==> config.mk <==
export PLATFORM = sky130hd
export DESIGN_NAME = ppg_fir_scheduler
export DESIGN_NICKNAME = d
export VERILOG_FILES = /design/src/rtl/ppg_fir_scheduler.sv
export SDC_FILE = /design/constraint.sdc
export NUM_CORES = 1
export LEC_CHECK = 0
export CAP_MARGIN = 25
export CORE_AREA = 2 2 202 204
export CTS_CLUSTER_SIZE = 25
export DETAILED_ROUTE_END_ITERATION = 12
export DIE_AREA = 0 0 204 206
export DONT_BUFFER_PORTS = 1
export PLACE_DENSITY = 0.82
export SYNTH_ARGS = -nofsm -noshare
export SYNTH_HDL_FRONTEND = slang
export SYNTH_SLANG_ARGS = --single-unit
export TNS_END_PERCENT = 20
==> constraint.sdc <==
create_clock -name CLK_Filter -period 10.5 [get_ports CLK_Filter]
set_input_delay 1.05 -clock CLK_Filter [delete_from_list [all_inputs] [get_ports CLK_Filter]]
set_output_delay 1.05 -clock CLK_Filter [all_outputs]
set_load 0.1 [all_outputs]
==> src/rtl/ppg_fir_scheduler.sv <==
// ppg_fir_scheduler: dual-channel 22-tap symmetric FIR sharing one serial MAC engine.
// Ports: CLK_Filter clock, rst_n async active-low reset; ir_*/red_* valid-ready sample
// inputs; out_valid/out_chan/out_data filtered result; busy high while not IDLE.
// Optional PPG_HIST_FLUSH_EN adds input flush that clears both histories in IDLE.
module ppg_fir_scheduler #(
  parameter int SAMPLE_W = 8,
  parameter int OUT_W = 20
) (
  input  logic                CLK_Filter,
  input  logic                rst_n,
`ifdef PPG_HIST_FLUSH_EN
  input  logic                flush,
`endif
  input  logic                ir_valid,
  input  logic [SAMPLE_W-1:0] ir_sample,
  output logic                ir_ready,
  input  logic                red_valid,
  input  logic [SAMPLE_W-1:0] red_sample,
  output logic                red_ready,
  output logic                out_valid,
  output logic                out_chan,
  output logic [OUT_W-1:0]    out_data,
  output logic                busy
);
  typedef enum logic [1:0] {IDLE, SHIFT, MAC, DONE} state_t;
  localparam logic [7:0] COEF [11] = '{8'd2, 8'd10, 8'd16, 8'd28, 8'd43, 8'd60, 8'd78, 8'd95, 8'd111, 8'd122, 8'd128};
  state_t state, state_n;
  logic [SAMPLE_W-1:0] ir_h [22];
  logic [SAMPLE_W-1:0] red_h [22];
  logic [SAMPLE_W-1:0] sample_q, xa, xb;
  logic [3:0] k;
  logic [4:0] kb;
  logic [8:0] pair;
  logic [16:0] prod;
  logic [OUT_W-1:0] acc;
  logic last_red, chan_q, fl, idle, grant_ir, grant_red, accept;
`ifdef PPG_HIST_FLUSH_EN
  assign fl = flush && state == IDLE;
`else
  assign fl = 1'b0;
`endif
  // Flush takes the IDLE cycle, so no channel is granted while it is high.
  assign idle = state == IDLE && rst_n && !fl;
  // Round-robin: on a tie the channel not served last wins.
  assign grant_ir = ir_valid && (!red_valid || last_red);
  assign grant_red = red_valid && (!ir_valid || !last_red);
  assign ir_ready = idle && grant_ir;
  assign red_ready = idle && grant_red;
  assign accept = ir_ready || red_ready;
  assign busy = state != IDLE;
  assign kb = 5'd21 - {1'b0, k};
  assign xa = chan_q ? red_h[{1'b0, k}] : ir_h[{1'b0, k}];
  assign xb = chan_q ? red_h[kb] : ir_h[kb];
  assign pair = {1'b0, xa} + {1'b0, xb};
  assign prod = 17'(COEF[k]) * 17'(pair);
  always_comb begin
    state_n = state;
    state_n = state == IDLE  ? (accept ? SHIFT : IDLE) :
              state == SHIFT ? MAC :
              state == MAC   ? (k == 4'd10 ? DONE : MAC) : IDLE;
  end
  always_ff @(posedge CLK_Filter or negedge rst_n)
    if (!rst_n) state <= IDLE;
    else state <= state_n;
  always_ff @(posedge CLK_Filter or negedge rst_n) begin
    if (!rst_n) begin
      for (int i = 0; i < 22; i++) begin
        ir_h[i] <= '0;
        red_h[i] <= '0;
      end
      sample_q <= '0;
      chan_q <= 1'b0;
      last_red <= 1'b1;
      k <= '0;
      acc <= '0;
      out_valid <= 1'b0;
      out_chan <= 1'b0;
      out_data <= '0;
    end else begin
      out_valid <= 1'b0;
      if (state == IDLE) begin
        if (accept) begin
          sample_q <= ir_ready ? ir_sample : red_sample;
          chan_q <= red_ready;
          last_red <= red_ready;
        end
        if (fl)
          for (int i = 0; i < 22; i++) begin
            ir_h[i] <= '0;
            red_h[i] <= '0;
          end
      end else if (state == SHIFT) begin
        for (int i = 21; i > 0; i--) begin
          if (chan_q) red_h[i] <= red_h[i-1];
          else ir_h[i] <= ir_h[i-1];
        end
        if (chan_q) red_h[0] <= sample_q;
        else ir_h[0] <= sample_q;
        acc <= '0;
        k <= '0;
      end else if (state == MAC) begin
        acc <= acc + OUT_W'(prod);
        k <= k + 4'd1;
      end else begin
        out_data <= acc;
        out_chan <= chan_q;
        out_valid <= 1'b1;
      end
    end
  end
endmodule

==> flow_summary.yaml <==
outcome:
  status: "finished, final reports clean"
global_routing:
  grt_pass1_vias: 14863
  grt_pass1_wl_mm: 79.1
  grt_overflow: 0
  antenna_found_initial: 0
  grt_max_degree: 413
  grt_util_all_layers: 0.239
layout:
  antenna_cells: 0
  multi_input_area_um2: 12400
  n_fill_cell: 2858
  syn2layout_area_growth_pct: 7.62
  fin_nets: 1834
  seq_area_um2: 10300
  drive_gt1_frac: 0.368
cts:
  cts_made_buffers: 43
  cts_resized: 0
  cts_max_path_buffers: 3
  clk_pin_slew_ns: 0.06
  clk_latency_ns: 0.57
  cts_setup_buffers: 0
  cts_root_buf: "clkbuf_16"
  cts_hold_buffers: 0
  cts_tree: "done"
  cts_num_sinks: 410
  h-tree-depth: 2
die:
  die-area_um2: 42000
  core-area_um2: 40200
  die_w_um: 204
  fp-row-count: 74
  initial_core_util: 0.587
  ios: 45
  die_h_um: 206
sta:
  finalSetupTns_ns: 0
  clock-skew-final_ns: 0.0207
  timing.fmax_mhz: 111
  setup_violations: 0
  grt_setup_unrepaired: "no"
  min_period_ns: 9.01
  post-route-period-util: 0.858
  worstMarginPinSlew_ns: 0.996
  maxSlewViolCount: 0
  maxSlewHeadroom: 0.335
  finalHoldViolCount: 0
routing:
  firstDrtPassIters: 5
  remaining_drc_errors: 0
  ant_nets: 0
  wirelength_mm: 48.0
  drt-initial-drc-count: 1065
  vias_per_cell: 6.30
  vias: 14213
  routedWlPerCell_um: 21.3
worst_setup_path:
  crit_path_end_kind: "flop"
  ff2ff_path_depth: 26
  r2r_end: "acc[14]"
  worst_ep_arrival_time_ns: 9.47
  critPathMaxFanout: 41
  ff2ff_setup_slack_ns: 1.49
  r2r-start: "k[1]"
  required_ns: 10.96
  cp-start-kind: "flop"
  criticalPathCategory: "reg2reg"
logic_synthesis:
  synth_edf_count: 0
  synthDistinctLibCells: 61
  yosysWarnings: 0
  syn_avg_cell_area_um2: 13.6
  ys.flop_type: "dfrtp_1"
  syn_inst: 1735
  async_flop_share: 1.00
  synth_fp_nets: 1876
  synth-seq-cells: 410
  ys_seq_area_frac: 0.435
  synth_area_um2: 23600
placement:
  hpwl_mm: 31.3
  place_congestion: 0.867
  port_buffers: 0
job:
  cap_violations: 0
hold_path:
  hold_path.class: "in2async"
worst max path at each step:
stage | startpoint | endpoint | slack [ns] | depth (start not counted)
global route | k[1] | acc[14] | 0.74 | 26
global placement | k[1] | acc[13] | 1.85 | 28
detailed placement | k[1] | acc[14] | 1.53 | 26
floorplan | k[1] | acc[13] | 2.99 | 31
finish | k[1] | acc[14] | 1.49 | 26
CTS | k[1] | acc[14] | 1.54 | 26
registers in the layout, summed over array words and instances (netlist names), 2 cells and up:
name,flops
ir_h,176
red_h,176
acc,20
out_data,20
sample_q,8
k,4
state,2
cells in the final DEF, fill, tap and decap left out, drive strengths merged, types with 45 or more instances in the layout:
cell type  instances
clkbuf            63
nand2             98
mux2i             45
o21ai             54
mux2             386
dfrtp            409
ha                63
nor2              57
fa                58
mux4             150
inv              111
synthesized netlist by cell type (all sizes together) (4+ instances only):
library cell / number / area, um2
o21bai: 4 / 30.0
dfrtp: 409 / 10200
and3: 6 / 37.5
and2: 9 / 56.3
mux2i: 45 / 450
xor2: 11 / 96.3
fa: 58 / 1160
xnor2: 11 / 96.3
o21ai: 54 / 270
a221oi: 9 / 78.8
o22ai: 12 / 75.1
ha: 63 / 788
nand3b: 9 / 67.6
nor2b: 7 / 43.8
o2bb2ai: 4 / 35.0
buf: 68 / 372
o31ai: 9 / 67.6
o21a: 4 / 30.0
nor2: 57 / 214
clkbuf: 40 / 150
mux2: 386 / 4350
a21o: 8 / 60.1
inv: 109 / 409
nand4: 5 / 31.3
mux4: 150 / 3380
nand2: 98 / 368
nand3: 5 / 25.0
nand2b: 9 / 56.3
a211oi: 10 / 80.1
a21oi: 27 / 135
stage by stage:
step           worst slack, ns  hold WS, ns  instance area, um2   util  instances
5_1_grt                  0.743        0.174               25400  0.632       2256
6_report                  1.49        0.181               25400  0.632       2256
3_5_place_dp              1.53        0.489               23900  0.596       2179
2_1_floorplan             2.99        0.472               23600      -       1735
3_3_place_gp              1.85        0.486               23900  0.596       2179
4_1_cts                   1.54        0.173               25400  0.631       2255
final cells by class:
| cell class | instances | share of cell area |
|---|---|---|
| multi-input cells | 1107 | 0.489 |
| repair buffers | 21 | 0.00799 |
| inverters | 110 | 0.0163 |
| flip-flops and latches | 410 | 0.405 |
| clock buffers | 63 | 0.0493 |
| well taps | 532 | 0.0262 |
| clock inverters | 13 | 0.00636 |
per-layer routing:
| metal | global-route usage | wire length (um) | vias up |
|---|---|---|---|
| met1 | 0.319 | 19900 | 7444 |
| met4 | 0.0976 | 1890 | 0 |
| met2 | 0.388 | 23400 | 386 |
| li1 | - | - | 6264 |
| met5 | 0 | 0 | - |
| met3 | 0.0459 | 2730 | 119 |
critical path, cell delays in order, from the launching register on:
cell and delay, ns:
dfrtp_4 0.80, inv_1 0.25, ha_1 0.36, buf_4 0.34, nand2_1 0.60, o21ai_0 0.44
a21oi_1 0.12, nor2_1 0.28, ha_1 0.28, a21o_1 0.18, a21oi_1 0.22, o21bai_1 0.13
a2111oi_2 0.50, o21ai_0 0.29, and3b_1 0.27, fa_1 0.51, fa_1 0.53, fa_1 0.50
inv_1 0.05, fa_1 0.47, inv_1 0.04, ha_1 0.37, nand3_1 0.16, o31ai_1 0.63
a21boi_0 0.22, xor2_1 0.18, o31ai_1 0.18
logic make-up (layout without fill, tap and decap cells):
family	count (synthesis)	in the layout	synth area share
muxes	581	581	0.347
DFF	410	410	0.435
AOI/OAI and AO/OA	166	166	0.0461
and+or+nand+nor	217	217	0.0417
xor gates and xnor gates	22	22	0.00817
adders and majority gates	121	121	0.0827
buffers and inverters	218	207	0.0396
Power is not shown: default switching activity piles up to over one toggle a cycle in this logic, so the estimate is an artifact.
